[src/rtl/conv_seq_pkg.sv]
// Shared types and constants for the convolution sequencer: controller
// states, matrix geometry and the {ce, we} RAM enable encodings.
package conv_seq_pkg;

  typedef enum logic [2:0] {
    ST_IDLE,
    ST_LOAD_A,
    ST_LOAD_F,
    ST_RUN,
    ST_DRAIN,
    ST_WRITE,
    ST_DONE
  } state_e;

  localparam int IN_DIM  = 4;
  localparam int F_DIM   = 3;
  localparam int OUT_DIM = 2;
  localparam int N_IN    = 16;
  localparam int N_F     = 9;
  localparam int ACC_W   = 20;

  localparam logic [1:0] EN_IDLE = 2'b00;
  localparam logic [1:0] EN_RD   = 2'b10;
  localparam logic [1:0] EN_WR   = 2'b11;

endpackage

[src/rtl/conv_mac3.sv]
// Three-lane 8x8 multiply-accumulate for one row of a 3x3 filter window.
// Holds a 20-bit unsigned accumulator with clear, and narrows the shifted
// accumulator to one byte. Define CONV_SEQ_SAT_EN to saturate at 255;
// otherwise the low byte is kept and large sums wrap.
module conv_mac3
  import conv_seq_pkg::*;
#(
  parameter int OUT_SHIFT = 0
) (
  input  logic       clk,
  input  logic       rst,
  input  logic       clr,
  input  logic       add,
  input  logic [7:0] a0,
  input  logic [7:0] a1,
  input  logic [7:0] a2,
  input  logic [7:0] f0,
  input  logic [7:0] f1,
  input  logic [7:0] f2,
  output logic [7:0] result
);

  logic [15:0]      p0, p1, p2;
  logic [ACC_W-1:0] sum;
  logic [ACC_W-1:0] acc_d, acc_q;

  // Products, adder tree and next accumulator value; clear wins over add.
  always_comb begin
    p0    = a0 * f0;
    p1    = a1 * f1;
    p2    = a2 * f2;
    sum   = ACC_W'(p0) + ACC_W'(p1) + ACC_W'(p2);
    acc_d = acc_q;
    if (clr) begin
      acc_d = '0;
    end else if (add) begin
      acc_d = acc_q + sum;
    end
  end

  // Accumulator register.
  always_ff @(posedge clk) begin
    if (!rst) begin
      acc_q <= '0;
    end else begin
      acc_q <= acc_d;
    end
  end

`ifdef CONV_SEQ_SAT_EN
  logic [ACC_W-1:0] shifted;

  // Shift then clamp to the byte range.
  always_comb begin
    shifted = acc_q >> OUT_SHIFT;
    result  = (shifted > ACC_W'(255)) ? 8'hFF : shifted[7:0];
  end
`else
  // Shift then keep the low byte.
  always_comb begin
    result = 8'(acc_q >> OUT_SHIFT);
  end
`endif

endmodule

[src/rtl/conv_seq_ctrl.sv]
// Sequencer for the convolution memory subsystem: loads a 4x4 input and a
// 3x3 filter into their RAMs, then runs a serial 3x3 valid convolution and
// writes the four results into the serial-output RAM.
// Optional build macro CONV_SEQ_SAT_EN selects saturating result narrowing.
module conv_seq_ctrl
  import conv_seq_pkg::*;
#(
  parameter int OUT_SHIFT = 0
) (
  input  logic       clk,
  input  logic       rst,
  input  logic       start,
  input  logic       in_valid,
  input  logic [7:0] in_data,
  output logic       in_ready,
  output logic       busy,
  output logic       done,
  output logic [7:0] data_w,
  output logic [3:0] addr_A0,
  output logic [3:0] addr_A1,
  output logic [3:0] addr_A2,
  output logic [3:0] addr_F0,
  output logic [3:0] addr_F1,
  output logic [3:0] addr_F2,
  output logic [1:0] addr_S0,
  output logic [1:0] en_INP,
  output logic [1:0] en_FIL,
  output logic [1:0] en_S,
  input  logic [7:0] rd_A0,
  input  logic [7:0] rd_A1,
  input  logic [7:0] rd_A2,
  input  logic [7:0] rd_F0,
  input  logic [7:0] rd_F1,
  input  logic [7:0] rd_F2
);

  state_e     state_d, state_q;
  logic [3:0] cnt_d, cnt_q;        // accepted bytes in the current load phase
  logic [1:0] i_d, i_q;            // filter row being issued
  logic [1:0] k_d, k_q;            // output index k = 2r + c
  logic       issued_d, issued_q;  // a RUN issue happened last cycle
  logic       busy_d, busy_q;
  logic       in_ready_d, in_ready_q;
  logic       done_d, done_q;

  logic       xfer;
  logic [1:0] row;
  logic [3:0] base_a;
  logic [7:0] result;

  assign xfer     = in_ready_q && in_valid;
  assign in_ready = in_ready_q;
  assign busy     = busy_q;
  assign done     = done_q;

  // Next-state, counter and registered-output logic.
  always_comb begin
    // NOTE: every signal gets a default first so no path can infer a latch.
    state_d  = state_q;
    cnt_d    = cnt_q;
    i_d      = i_q;
    k_d      = k_q;
    issued_d = 1'b0;
    case (state_q)
      ST_IDLE: begin
        if (start) begin
          state_d = ST_LOAD_A;
          cnt_d   = '0;
        end
      end
      ST_LOAD_A: begin
        if (xfer) begin
          if (cnt_q == 4'(N_IN - 1)) begin
            state_d = ST_LOAD_F;
            cnt_d   = '0;
          end else begin
            cnt_d = cnt_q + 4'd1;
          end
        end
      end
      ST_LOAD_F: begin
        if (xfer) begin
          if (cnt_q == 4'(N_F - 1)) begin
            state_d = ST_RUN;
            cnt_d   = '0;
            i_d     = '0;
            k_d     = '0;
          end else begin
            cnt_d = cnt_q + 4'd1;
          end
        end
      end
      ST_RUN: begin
        issued_d = 1'b1;
        if (i_q == 2'(F_DIM - 1)) begin
          state_d = ST_DRAIN;
          i_d     = '0;
        end else begin
          i_d = i_q + 2'd1;
        end
      end
      ST_DRAIN: state_d = ST_WRITE;
      ST_WRITE: begin
        if (k_q == 2'(OUT_DIM * OUT_DIM - 1)) begin
          state_d = ST_DONE;
          k_d     = '0;
        end else begin
          state_d = ST_RUN;
          k_d     = k_q + 2'd1;
        end
      end
      ST_DONE: state_d = ST_IDLE;
      default: state_d = ST_IDLE;
    endcase
    busy_d     = (state_d != ST_IDLE);
    in_ready_d = (state_d == ST_LOAD_A) || (state_d == ST_LOAD_F);
    done_d     = (state_d == ST_DONE);
  end

  // Controller state, counters and registered status outputs.
  always_ff @(posedge clk) begin
    // NOTE: sequential state uses non-blocking assignments only.
    if (!rst) begin
      state_q    <= ST_IDLE;
      cnt_q      <= '0;
      i_q        <= '0;
      k_q        <= '0;
      issued_q   <= 1'b0;
      busy_q     <= 1'b0;
      in_ready_q <= 1'b0;
      done_q     <= 1'b0;
    end else begin
      state_q    <= state_d;
      cnt_q      <= cnt_d;
      i_q        <= i_d;
      k_q        <= k_d;
      issued_q   <= issued_d;
      busy_q     <= busy_d;
      in_ready_q <= in_ready_d;
      done_q     <= done_d;
    end
  end

  // Memory bus: load writes, window reads during RUN, result write.
  always_comb begin
    row     = {1'b0, k_q[1]} + i_q;
    base_a  = 4'(row * IN_DIM) + {3'b000, k_q[0]};
    data_w  = '0;
    addr_A0 = '0;
    addr_A1 = '0;
    addr_A2 = '0;
    addr_F0 = '0;
    addr_F1 = '0;
    addr_F2 = '0;
    addr_S0 = '0;
    en_INP  = EN_IDLE;
    en_FIL  = EN_IDLE;
    en_S    = EN_IDLE;
    case (state_q)
      ST_LOAD_A: begin
        if (xfer) begin
          data_w  = in_data;
          addr_A0 = cnt_q;
          en_INP  = EN_WR;
        end
      end
      ST_LOAD_F: begin
        if (xfer) begin
          data_w  = in_data;
          addr_F0 = cnt_q;
          en_FIL  = EN_WR;
        end
      end
      ST_RUN: begin
        addr_A0 = base_a;
        addr_A1 = base_a + 4'd1;
        addr_A2 = base_a + 4'd2;
        addr_F0 = 4'(i_q * F_DIM);
        addr_F1 = 4'(i_q * F_DIM) + 4'd1;
        addr_F2 = 4'(i_q * F_DIM) + 4'd2;
        en_INP  = EN_RD;
        en_FIL  = EN_RD;
      end
      ST_WRITE: begin
        data_w  = result;
        addr_S0 = k_q;
        en_S    = EN_WR;
      end
      default: ;
    endcase
  end

  conv_mac3 #(
    .OUT_SHIFT(OUT_SHIFT)
  ) u_mac (
    .clk   (clk),
    .rst   (rst),
    .clr   ((state_q == ST_RUN) && (i_q == 2'd0)),
    .add   (issued_q),
    .a0    (rd_A0),
    .a1    (rd_A1),
    .a2    (rd_A2),
    .f0    (rd_F0),
    .f1    (rd_F1),
    .f2    (rd_F2),
    .result(result)
  );

endmodule
[config.mk]
export PLATFORM = sky130hd
export DESIGN_NAME = conv_seq_ctrl
export DESIGN_NICKNAME = d
export VERILOG_FILES = /design/src/rtl/conv_seq_pkg.sv /design/src/rtl/conv_mac3.sv /design/src/rtl/conv_seq_ctrl.sv
export SDC_FILE = /design/constraint.sdc
export NUM_CORES = 1
export LEC_CHECK = 0
export ABC_CLOCK_PERIOD_IN_PS = 15800
export CORE_MARGIN = 3
export CORE_UTILIZATION = 25
export DETAILED_ROUTE_END_ITERATION = 8
export PLACE_DENSITY = 0.46
export RECOVER_POWER = 25
export SLEW_MARGIN = 20
export SYNTH_ARGS = -nofsm -noshare
export SYNTH_HDL_FRONTEND = slang
export SYNTH_SLANG_ARGS = --single-unit
export TNS_END_PERCENT = 10
[constraint.sdc]
create_clock -name clk -period 15.8 [get_ports clk]
set_input_delay 1.58 -clock clk [delete_from_list [all_inputs] [get_ports clk]]
set_output_delay 1.58 -clock clk [all_outputs]
set_load 0.05 [all_outputs]
==> summary.txt <==
TIMING
----------------------------------------------------------------------------------------
Portion of the clock cycle consumed by the worst path in the final layout          0.624
Setup TNS                                                                           0 ns
Count of endpoints failing setup in the final report                                   0
Headroom to the max-slew limit                                                     0.424
Clock skew                                                                    0.00672 ns
Highest clock rate                                                             0.101 GHz
Pins Over Slew Limit                                                                   0
Setup repair after global routing missed its margin                                   no
Final period demand of the worst path                                            9.86 ns
Final hold violation count                                                             0
Transition time of the tightest slew-check pin                                  0.861 ns

GRT
----------------------------------------------------------------------------------------
Overall global routing resource usage                                              0.123
Antenna violations before repair                                                       0
Total congestion overflow after global routing                                         0
Maximum number of pins on one net before global-route repair                          18
Via count of the first global-routing pass                                          3886
Wire length of the first global-routing pass                                     20.1 mm

PWR
----------------------------------------------------------------------------------------
Leakage Power                                                                    2.74 nW
Combinational power share                                                          0.889
Pwr dens                                                                     173 mW/mm^2
Internal power component                                                        0.573 mW
Share of power burned in the clock network                                         0.053
Proportion of power drawn by flip-flops and latches                                0.057
Peak supply drop                                                                0.133 mV
Net Sw Frac                                                                        0.445
Overall power after layout                                                       1.03 mW
Switching component of the power                                                0.460 mW

LAYOUT
----------------------------------------------------------------------------------------
Count of fill cells added during filler insertion                                   1956
Inserted Diodes                                                                        0
Area of all sequential standard cells                                          460 sq um
Footprint of the multi-input gates                                          0.00376 sq mm
Layout cells sized above 1                                                        0.0169
Area overhead of the layout relative to synthesis                                  28.2%
NumNets Final                                                                        828

YOSYS
----------------------------------------------------------------------------------------
Average footprint of a synthesized cell                                       8.37 sq um
Post-synthesis instance total                                                        556
Sequential fraction of the synthesis area                                         0.0989
Number of different library cells in the post-synthesis netlist                       38
Ranking of synthesized cells by instance count                              sky130_fd_sc_hd__inv_1 (95), sky130_fd_sc_hd__nand2_1 (76), sky130_fd_sc_hd__ha_1 (65), sky130_fd_sc_hd__and2_1 (60), sky130_fd_sc_hd__fa_1 (53)
Number of enable flip-flop cells after synthesis                                       0
Post-synthesis sequential element count                                               23
Cell type with the highest aggregate area in the netlist                    sky130_fd_sc_hd__fa_1
Main synth FF type                                                          sky130_fd_sc_hd__dfxtp_1
Netlist area before placement                                               0.00466 sq mm
Post-synth ARST share                                                                  0
Total number of yosys warnings                                                         0
Most frequent cell after synthesis                                          sky130_fd_sc_hd__inv_1
Largest cells by area after synthesis                                       sky130_fd_sc_hd__fa_1 (23%), sky130_fd_sc_hd__ha_1 (17%), sky130_fd_sc_hd__dfxtp_1 (9.9%)
Synthesized Nets                                                                     734
Post-synth top area share                                                          0.228

CRITICAL PATH
----------------------------------------------------------------------------------------
Type of destination of the critical path                                       flip-flop
Worst-path fanout max                                                                  8
Worst Setup Start Kind                                                         input pin
Number of buffer and inverter stages on the critical path                              9
Startpoint of the worst register-to-register path                           u_mac.acc_q[3]
Reg-to-reg endpoint                                                         u_mac.acc_q[7]
Worst R2R Path Depth                                                                  12
Required @ worst endpoint                                                       15.94 ns
CP Data Arrival Time                                                            10.00 ns
Dominant delay contributor by cell family on the critical path               adder cells
Cell with the biggest individual delay on the critical path                 sky130_fd_sc_hd__clkdlybuf4s50_1
Most Frequent Cell on Critical Path                                         sky130_fd_sc_hd__fa_1
Largest stage delay on the critical path                                         0.60 ns
Category of the most critical setup path                                       in -> reg
Register-to-register setup slack                                                12.93 ns

CLOCKING
----------------------------------------------------------------------------------------
CTS Buf Count                                                                          3
Number of sinks driven by the clock tree                                              23
Worst-path clk slew                                                              0.06 ns
Worst-case clock buffer depth                                                          2
Clock latency reported for the late side of the worst-skew pair                  0.26 ns
Post CTS Setup Buffer Count                                                            0
Root buffer selected by CTS                                                 sky130_fd_sc_hd__clkbuf_16
Clock tree from TritonCTS                                                          built
Number of hold-repair buffers added at the cts stage                                   0
PostCTS Resize Cnt                                                                     0
CTS HTree Levels                                                                       1

WORST HOLD PATH
----------------------------------------------------------------------------------------
Path category of the worst min-delay check                                    reg -> reg
Startpoint of the worst hold path                                           u_mac.acc_q[3]
Hold-critical path depth                                                               2
End point of the worst hold path                                            u_mac.acc_q[3]

PLACE
----------------------------------------------------------------------------------------
Half-perimeter wire length of the detailed placement result                      11.1 mm
Count of buffers from port buffering                                                 102
Global placer's final weighted congestion                                          0.800

ROUTE
----------------------------------------------------------------------------------------
Number of DRC violations after detailed-routing iteration 0                          115
Routed WL                                                                        12.5 mm
Avg Vias per Cell                                                                   4.34
Antenna violation net count after detailed routing                                     0
Overall via count from detail_route                                                 3807
Final routed DRC violation total                                                       0
First-pass iteration count of the detailed router                                      4
Wire length per cell                                                             14.3 um

FLOORPLAN
----------------------------------------------------------------------------------------
Core outline area                                                           0.0181 sq mm
Effective utilization at floorplan                                                 0.257
X dimension of the die                                                            142 um
Floorplan row count                                                                   49
Total die area                                                              0.0203 sq mm
Vertical extent of the die                                                        142 um
Total I/O pin count                                                                  103

OUTCOME
----------------------------------------------------------------------------------------
Status                                                                      finished, final reports clean

JOB
----------------------------------------------------------------------------------------
Count of maximum capacitance violations                                                0

worst min-delay path: stages (launching register included):
cell	delay, ns
sky130_fd_sc_hd__dfxtp_1	0.31
sky130_fd_sc_hd__nor2_1	0.08
sky130_fd_sc_hd__a211oi_1	0.05
stage by stage:
step	worst slack, ns	util	hold WS, ns	cell area, sq um	cells
after floorplan	6.57	-	0.460	4660	556
after global placement	5.74	0.324	0.473	5890	874
after detailed placement	5.60	0.324	0.483	5890	874
after CTS	5.88	0.329	0.493	5970	878
after global routing	5.54	0.329	0.503	5970	878
final	5.94	0.329	0.487	5970	878
power by group through the flow:
stage	Sequential (mW)	Combinational [mW]	Clock, mW
2_1_floorplan	0.0615	0.770	0
3_3_place_gp	0.0606	0.928	0
3_5_place_dp	0.0606	0.942	0
4_1_cts	0.0593	0.948	0.0577
5_1_grt	0.0593	1.06	0.0603
6_report	0.0593	0.918	0.0551
metal layers:
layer,global-route usage,wire [um],vias to the layer above
li1,-,-,1907
met1,0.180,6210,1816
met2,0.199,5720,78
met3,0.0144,532,6
met4,0.0150,67,0
met5,0,0,-
cell families (layout without fill, tap and decap cells):
kind of cell	Yosys count	in the layout	share of synthesized area
AND/OR/NAND/NOR	189	189	0.196
adder cells (fa/ha/maj)	118	118	0.403
buffers and inverters	109	202	0.0935
XOR/XNOR	58	58	0.118
AO/OA/AOI/OAI	51	51	0.0731
flip-flops	23	23	0.0989
multiplexers	8	8	0.0172
layout by cell type (no fill, tap or decap), types with 8 or more instances in the layout:
| cell | count |
|---|---|
| sky130_fd_sc_hd__nor2_1 | 29 |
| sky130_fd_sc_hd__a21oi_1 | 10 |
| sky130_fd_sc_hd__inv_1 | 95 |
| sky130_fd_sc_hd__nand2_1 | 76 |
| sky130_fd_sc_hd__dfxtp_1 | 23 |
| sky130_fd_sc_hd__fa_1 | 53 |
| sky130_fd_sc_hd__clkdlybuf4s50_1 | 96 |
| sky130_fd_sc_hd__ha_1 | 65 |
| sky130_fd_sc_hd__xnor2_1 | 41 |
| sky130_fd_sc_hd__mux2i_1 | 8 |
| sky130_fd_sc_hd__o21ai_0 | 9 |
| sky130_fd_sc_hd__and2_1 | 57 |
| sky130_fd_sc_hd__a21o_1 | 12 |
| sky130_fd_sc_hd__xor2_1 | 13 |
layout make-up:
| cell class | count | area share |
|---|---|---|
| Multi-Input combinational cell | 424 | 0.630 |
| Timing Repair Buffer | 102 | 0.171 |
| Sequential cell | 23 | 0.0771 |
| Inverter | 96 | 0.0604 |
| Tap cell | 229 | 0.0480 |
| Clock buffer | 3 | 0.0126 |
| Clock inverter | 1 | 0.000839 |
sequential cells by signal (all words and copies together), names as in the netlist:
signal / cells
issued_q: 1
done: 1
k_q: 2
u_mac.acc_q: 8
busy: 1
in_ready: 1
state_q: 3
cnt_q: 4
i_q: 2
worst max-delay path by stage:
stage,slack [ns],to,cells past startpoint,start
detailed placement,5.60,u_mac.acc_q[7],29,rd_A0[0]
floorplan,6.57,u_mac.acc_q[7],28,rd_F0[6]
global route,5.54,u_mac.acc_q[7],29,rd_A0[0]
global placement,5.74,u_mac.acc_q[7],29,rd_A0[0]
finish,5.94,u_mac.acc_q[7],29,rd_A0[0]
CTS,5.88,u_mac.acc_q[7],29,rd_A0[0]
Power figures use the tool's default switching activity.
